**config.mk**
```make
export PLATFORM = sky130hd
export DESIGN_NAME = masked_keccak_f200_round
export DESIGN_NICKNAME = d
export VERILOG_FILES = /design/src/rtl/masked_keccak_f200_round.sv
export SDC_FILE = /design/constraint.sdc
export NUM_CORES = 2
export LEC_CHECK = 0
export BUFFER_PORTS_ARGS = -buffer_cell sky130_fd_sc_hd__buf_2
export CORE_MARGIN = 1
export CORE_UTILIZATION = 35
export CTS_CLUSTER_SIZE = 14
export DETAILED_ROUTE_END_ITERATION = 16
export GPL_TIMING_DRIVEN = 0
export SLEW_MARGIN = 15
export SYNTH_ARGS = -nofsm -noshare
export SYNTH_HDL_FRONTEND = slang
export SYNTH_SLANG_ARGS = --single-unit
```
**constraint.sdc**
```tcl
create_clock -name clk -period 3.7 [get_ports clk]
set_clock_uncertainty 0.2 [all_clocks]
set_input_delay 0.74 -clock clk [delete_from_list [all_inputs] [get_ports clk]]
set_output_delay 0.74 -clock clk [all_outputs]
set_load 0.02 [all_outputs]
```
**src/rtl/masked_keccak_f200_round.sv**
```systemverilog
// Two-share Keccak-f[200] round core: per-share theta/rho/pi, 40 two-share chi
// row cells, iota on share 1, and a start/busy/done round sequencer.

module masked_chi_row_2s (
  input  logic       clk_i,
  input  logic [4:0] in1_i,
  input  logic [4:0] in2_i,
  output logic [4:0] out1_o,
  output logic [4:0] out2_o
);
  logic [4:0] a1, a2;
  logic [4:0] t11_d, t12_d, t21_d, t22_d;
  logic [4:0] t11_q, t12_q, t21_q, t22_q;

  for (genvar x = 0; x < 5; x++) begin : g_x
    localparam int X1 = (x + 1) % 5;
    localparam int X2 = (x + 2) % 5;
    assign a1[x] = in1_i[4-x];
    assign a2[x] = in2_i[4-x];
    // cross-share products are registered before being folded into a domain
    assign t11_d[x] = a1[x] ^ (~a1[X1] & a1[X2]);
    assign t12_d[x] = ~a1[X1] & a2[X2];
    assign t21_d[x] = a2[X1] & a1[X2];
    assign t22_d[x] = a2[x] ^ (a2[X1] & a2[X2]);
    assign out1_o[4-x] = t11_q[x] ^ t12_q[x];
    assign out2_o[4-x] = t21_q[x] ^ t22_q[x];
  end

  always_ff @(posedge clk_i) begin
    t11_q <= t11_d;
    t12_q <= t12_d;
    t21_q <= t21_d;
    t22_q <= t22_d;
  end
endmodule

module masked_keccak_f200_round #(
  parameter int NUM_ROUNDS = 18
) (
  input  logic         clk,
  input  logic         rst,
  input  logic         start,
  input  logic [199:0] state_in_s1,
  input  logic [199:0] state_in_s2,
  output logic         busy,
  output logic         done,
  output logic [199:0] state_out_s1,
  output logic [199:0] state_out_s2
);
  localparam int NUM_LANES = 25;
  localparam int LANE_W    = 8;
  localparam logic [4:0] LAST = 5'(NUM_ROUNDS - 1);
  // rho offsets mod 8, element index x+5y
  localparam logic [NUM_LANES-1:0][2:0] RHO = {
    3'd6, 3'd0, 3'd5, 3'd2, 3'd2,
    3'd0, 3'd5, 3'd7, 3'd5, 3'd1,
    3'd7, 3'd1, 3'd3, 3'd2, 3'd3,
    3'd4, 3'd7, 3'd6, 3'd4, 3'd4,
    3'd3, 3'd4, 3'd6, 3'd1, 3'd0};

  typedef enum logic [1:0] {IDLE, PH_A, PH_B, DONE} state_e;

  state_e       state_q, state_d;
  logic [4:0]   round_q, round_d;
  logic [199:0] s1_q, s1_d, s2_q, s2_d;
  logic [199:0] b1, b2, chi1, chi2;

  function automatic logic [199:0] lin_layer(input logic [199:0] a);
    logic [4:0][LANE_W-1:0] c, d;
    logic [LANE_W-1:0] ln, rt;
    logic [2:0] zi;
    logic [199:0] b;
    int dst;
    c = '0;
    b = '0;
    for (int x = 0; x < 5; x++)
      for (int y = 0; y < 5; y++)
        c[x] = c[x] ^ a[LANE_W*(x+5*y) +: LANE_W];
    for (int x = 0; x < 5; x++)
      d[x] = c[(x+4)%5] ^ {c[(x+1)%5][6:0], c[(x+1)%5][7]};
    for (int x = 0; x < 5; x++)
      for (int y = 0; y < 5; y++) begin
        ln = a[LANE_W*(x+5*y) +: LANE_W] ^ d[x];
        for (int z = 0; z < LANE_W; z++) begin
          zi = 3'(z) - RHO[x+5*y];
          rt[z] = ln[zi];
        end
        dst = y + 5*((2*x + 3*y) % 5);
        b[LANE_W*dst +: LANE_W] = rt;
      end
    return b;
  endfunction

  function automatic logic [7:0] rc(input logic [4:0] r);
    case (r)
      5'd0:  rc = 8'h01;  5'd1:  rc = 8'h82;  5'd2:  rc = 8'h8A;
      5'd3:  rc = 8'h00;  5'd4:  rc = 8'h8B;  5'd5:  rc = 8'h01;
      5'd6:  rc = 8'h81;  5'd7:  rc = 8'h09;  5'd8:  rc = 8'h8A;
      5'd9:  rc = 8'h88;  5'd10: rc = 8'h09;  5'd11: rc = 8'h0A;
      5'd12: rc = 8'h8B;  5'd13: rc = 8'h8B;  5'd14: rc = 8'h89;
      5'd15: rc = 8'h03;  5'd16: rc = 8'h02;  5'd17: rc = 8'h80;
      default: rc = 8'h00;
    endcase
  endfunction

  // each share goes through the linear layer on its own
  assign b1 = lin_layer(s1_q);
  assign b2 = lin_layer(s2_q);

  for (genvar y = 0; y < 5; y++) begin : g_y
    for (genvar z = 0; z < LANE_W; z++) begin : g_z
      logic [4:0] r1, r2, o1, o2;
      for (genvar x = 0; x < 5; x++) begin : g_x
        assign r1[4-x] = b1[LANE_W*(x+5*y)+z];
        assign r2[4-x] = b2[LANE_W*(x+5*y)+z];
        assign chi1[LANE_W*(x+5*y)+z] = o1[4-x];
        assign chi2[LANE_W*(x+5*y)+z] = o2[4-x];
      end
      masked_chi_row_2s u_chi (
        .clk_i (clk),
        .in1_i (r1),
        .in2_i (r2),
        .out1_o(o1),
        .out2_o(o2)
      );
    end
  end

  always_ff @(posedge clk) begin
    if (rst) state_q <= IDLE;
    else     state_q <= state_d;
  end

  always_comb begin
    state_d = state_q;
    case (state_q)
      IDLE:    if (start) state_d = PH_A;
      PH_A:    state_d = PH_B;
      PH_B:    state_d = (round_q == LAST) ? DONE : PH_A;
      default: state_d = IDLE;
    endcase
  end

  always_comb begin
    busy = (state_q == PH_A) || (state_q == PH_B);
    done = (state_q == DONE);
  end

  // chi registers are only read in PH_B, right after PH_A filled them
  always_comb begin
    s1_d    = s1_q;
    s2_d    = s2_q;
    round_d = round_q;
    case (state_q)
      IDLE: if (start) begin
        s1_d    = state_in_s1;
        s2_d    = state_in_s2;
        round_d = '0;
      end
      PH_B: begin
        s1_d = chi1 ^ {192'b0, rc(round_q)};
        s2_d = chi2;
        if (round_q != LAST) round_d = round_q + 5'd1;
      end
      default: ;
    endcase
  end

  always_ff @(posedge clk) begin
    if (rst) begin
      round_q <= '0;
      s1_q    <= '0;
      s2_q    <= '0;
    end else begin
      round_q <= round_d;
      s1_q    <= s1_d;
      s2_q    <= s2_d;
    end
  end

  assign state_out_s1 = s1_q;
  assign state_out_s2 = s2_q;
endmodule
```
==> impl_metrics.toml <==
[status]
status = "finished with violations"
violated_checks = "setup timing"

[floorplanning]
floorplan.rows = 142
starting_density_pct = 35.3
design.die.area_sq_um = 153000
top_level_ports = 805
die_x_microns = 391
coreArea_sq_um = 150000
die-height_microns = 391

[sta]
setup-violations-final = 59
final.setup.worst_slack_ns = -0.206
rsz0062_at_grt = "true"
final_number_of_max_transition_violations = 0
finalWorstPathRequiredPeriod_ns = 3.91
max_freq_mhz = 256
max_slew_margin_pct = 14.1
hold_viol_final = 0
period_share_pct = 106
worst_tran_pin_value_ns = 1.28

[synth]
ys_types = 36
synth_flop_cell = "dfxtp_1"
post_synth_instance_area_sq_um = 52800
edff_count_synth = 0
synth.ff_latch_count = 1211
synthTopCellsByArea = "dfxtp_1, xnor2_1, nor2_1, a211oi_1, a21oi_1"
synth_fp_nets = 5970
post-synth-top-area-cell = "dfxtp_1"
syn_inst = 5557
number_of_warnings_printed_during_yosys_synthesis = 0
yosysTopAreaCellShare_pct = 45.9
synth-seq-area-share_pct = 45.9
mean_post_synth_cell_area_sq_um = 9.51
postSynth.asyncResetShare_pct = 0

[global_route]
groute.usage.overall_pct = 43.5
number_of_antenna_violations_at_the_first_check_in_global_routing = 27
globalRoute.totalOverflow = 0
global_route_wire_length_before_repair_microns = 427000
first_global_vias = 43800
maximum_number_of_pins_on_one_net_before_global_route_repair = 17

[layout]
final_area_sq_um = 66900
ff_latch_area_sq_um = 24300
nNetsFinal = 6963
finish.utilization_pct = 44.7
area_delta_synth_final_pct = 26.6
filler_cell_count = 14700
final_common_cell = "nor2_1"
layout-drive-gt1-share_pct = 21.4
most-common-layout-cells = "nor2_1, dfxtp_1, xnor2_1"
multi_input_comb_area_sq_um = 29500

[worst_setup_path]
setup.reg_to_reg.worst_slack_ns = -0.21
cp_max_fanout = 6
critPathSlowestCell = "dfxtp_1"
cp-start-kind = "flop"
timing.critical_path.max_delay_family = "XOR/XNOR gates"
crit_required_ns = 4.11
cp.arrival_ns = 4.32
critical-path-top-cell-by-count = "xnor2_2"
r2r-end = "g_y[1].g_z[2].u_chi.t21_q[3]"
rr_startpoint = "state_out_s1[22]"
path_cells = "xnor3_1 > xnor2_1 > xnor2_2 > xnor2_2 > nor2_2"
r2r.worst_path.cells = 5
critical_path.n_buffers_inverters = 0
setup.worst_path.class = "reg -> reg"
timing.critical_path.to_type = "flop"
slowest_delay_ns = 0.80

[clock_tree]
clk_root_buffer_cell = "clkbuf_16"
insertion_delay_ns = 0.79
cts_tree = "done"
tritoncts_num_sinks = 1211
htree_levels = 4
post_cts_hold_buffer_count = 0
cts.clk_slew.worst_paths_ns = 0.06
cts_inserted_buffers = 141
cts_max_path_buffers = 3

[placed_design]
place_congestion = 1.04
port_buffers = 803
dp_hpwl_microns = 290000
placement.cell_area_sq_um = 60800

[worst_hold_path]
hold_path_startpoint = "state_in_s1[3]"
min_delay_path_depth = 3
timing.hold.worst_endpoint = "state_out_s1[3]"
worstHoldPathType = "in -> reg"

[drt]
route.detailed.vias_per_inst = 5.43
dr_total_vias = 47200
route.final.wire_length_microns = 340000
drt_first_pass_iters = 5
detail_route.drc_violations = 0
initial_drt_markers = 5623
antenna_violating_nets_post_route = 0
wl_per_cell_microns = 39.1

[run]
timing.max_cap.violations = 0
through the flow:
step           instances  hold WS, ns  setup WS, ns  TNS (ns)
2_1_floorplan       5557        0.285          1.00         0
3_3_place_gp        8376        0.315         -1.86   -415.26
3_5_place_dp        8418        0.337        -0.899   -154.49
4_1_cts             8672       0.0961       -0.0453    -0.164
5_1_grt             8682        0.144       -0.0867    -0.287
6_report            8691        0.113        -0.206     -3.70
repair_timing:
action	CTS	global route
pin swaps	3	0
setup buffers	2	3
resized for setup	122	59
cloned	0	0
endpoints found under the setup margin	504	129
endpoints found under the hold margin	0	0
tightest hold or removal path, stage by stage:
cell	delay, ns
buf_2	0.10
mux2i_1	0.12
a211oi_1	0.08
worst max-delay path by stage:
| stage | startpoint | end | slack [ns] | cells after the start |
|---|---|---|---|---|
| global route | state_out_s1[22] | g_y[1].g_z[2].u_chi.t21_q[3] | -0.09 | 5 |
| global placement | state_out_s2[21] | g_y[3].g_z[5].u_chi.t21_q[3] | -1.86 | 5 |
| floorplan | state_q[0] | flop | 1.00 | 14 |
| CTS | state_out_s2[23] | g_y[2].g_z[0].u_chi.t22_q[0] | -0.05 | 6 |
| finish | state_out_s1[22] | g_y[1].g_z[2].u_chi.t21_q[3] | -0.21 | 5 |
| detailed placement | state_q[0] | state_out_s2[109] | -0.90 | 9 |
logic make-up (layout without fill, tap and decap cells):
logic type	count (synthesis)	after routing	share of synthesized area, %
adder cells (fa/ha/maj)	10	10	0.237
multiplexers	9	9	0.170
flip-flops	1211	1211	45.9
other	0	16	0
buffers and inverters	282	1384	2.00
XOR/XNOR	1605	1605	30.0
AND/OR/NAND/NOR	1623	1623	12.0
AO/OA/AOI/OAI	817	817	9.71
layer usage:
layer  vias to the layer above  global-route usage, %  share of wire [%]  wire (microns)
li1                      20100                      -                  -               -
met1                     23400                   56.0                 40          136000
met2                      2982                   65.9                 43          146000
met3                       720                   9.71                9.3           31700
met4                        10                   27.6                7.6           25900
met5                         -                      0              0.018              62
state kept, by name (all words and copies together), names as in the netlist, named ones only:
signal and flops:
g_y.g_z.u_chi.t11_q 200, g_y.g_z.u_chi.t12_q 200, g_y.g_z.u_chi.t21_q 200, g_y.g_z.u_chi.t22_q 200, state_out_s1 200, state_out_s2 200
round_q 5, state_q 2
cells in the mapped netlist, types with 2 or more instances:
| library cell | instances |
|---|---|
| nor2_1 | 1436 |
| xnor2_1 | 1367 |
| dfxtp_1 | 1211 |
| a211oi_1 | 403 |
| a21oi_1 | 403 |
| clkbuf_1 | 205 |
| nor2b_1 | 85 |
| nand2_1 | 83 |
| xnor3_1 | 80 |
| xor2_1 | 68 |
| xnor2_2 | 63 |
| inv_1 | 58 |
| xor2_2 | 26 |
| buf_1 | 19 |
| ha_1 | 10 |
| mux2i_1 | 9 |
| nand3_1 | 4 |
| nor3_1 | 4 |
| nor2_2 | 3 |
| a21o_1 | 2 |
| o21ai_0 | 2 |
| or4_1 | 2 |
cell type report:
cell class | count | area share, %
multi-input cells | 4064 | 44.1
flip-flops and latches | 1211 | 36.3
repair buffers | 850 | 7.01
clock buffers | 200 | 6.13
well taps | 2016 | 3.77
plain buffers | 224 | 1.32
clock inverters | 52 | 1.08
inverters | 58 | 0.325
diodes | 16 | 0.0598
Power is not shown: default switching activity piles up to over one toggle a cycle in this logic, so the estimate is an artifact.
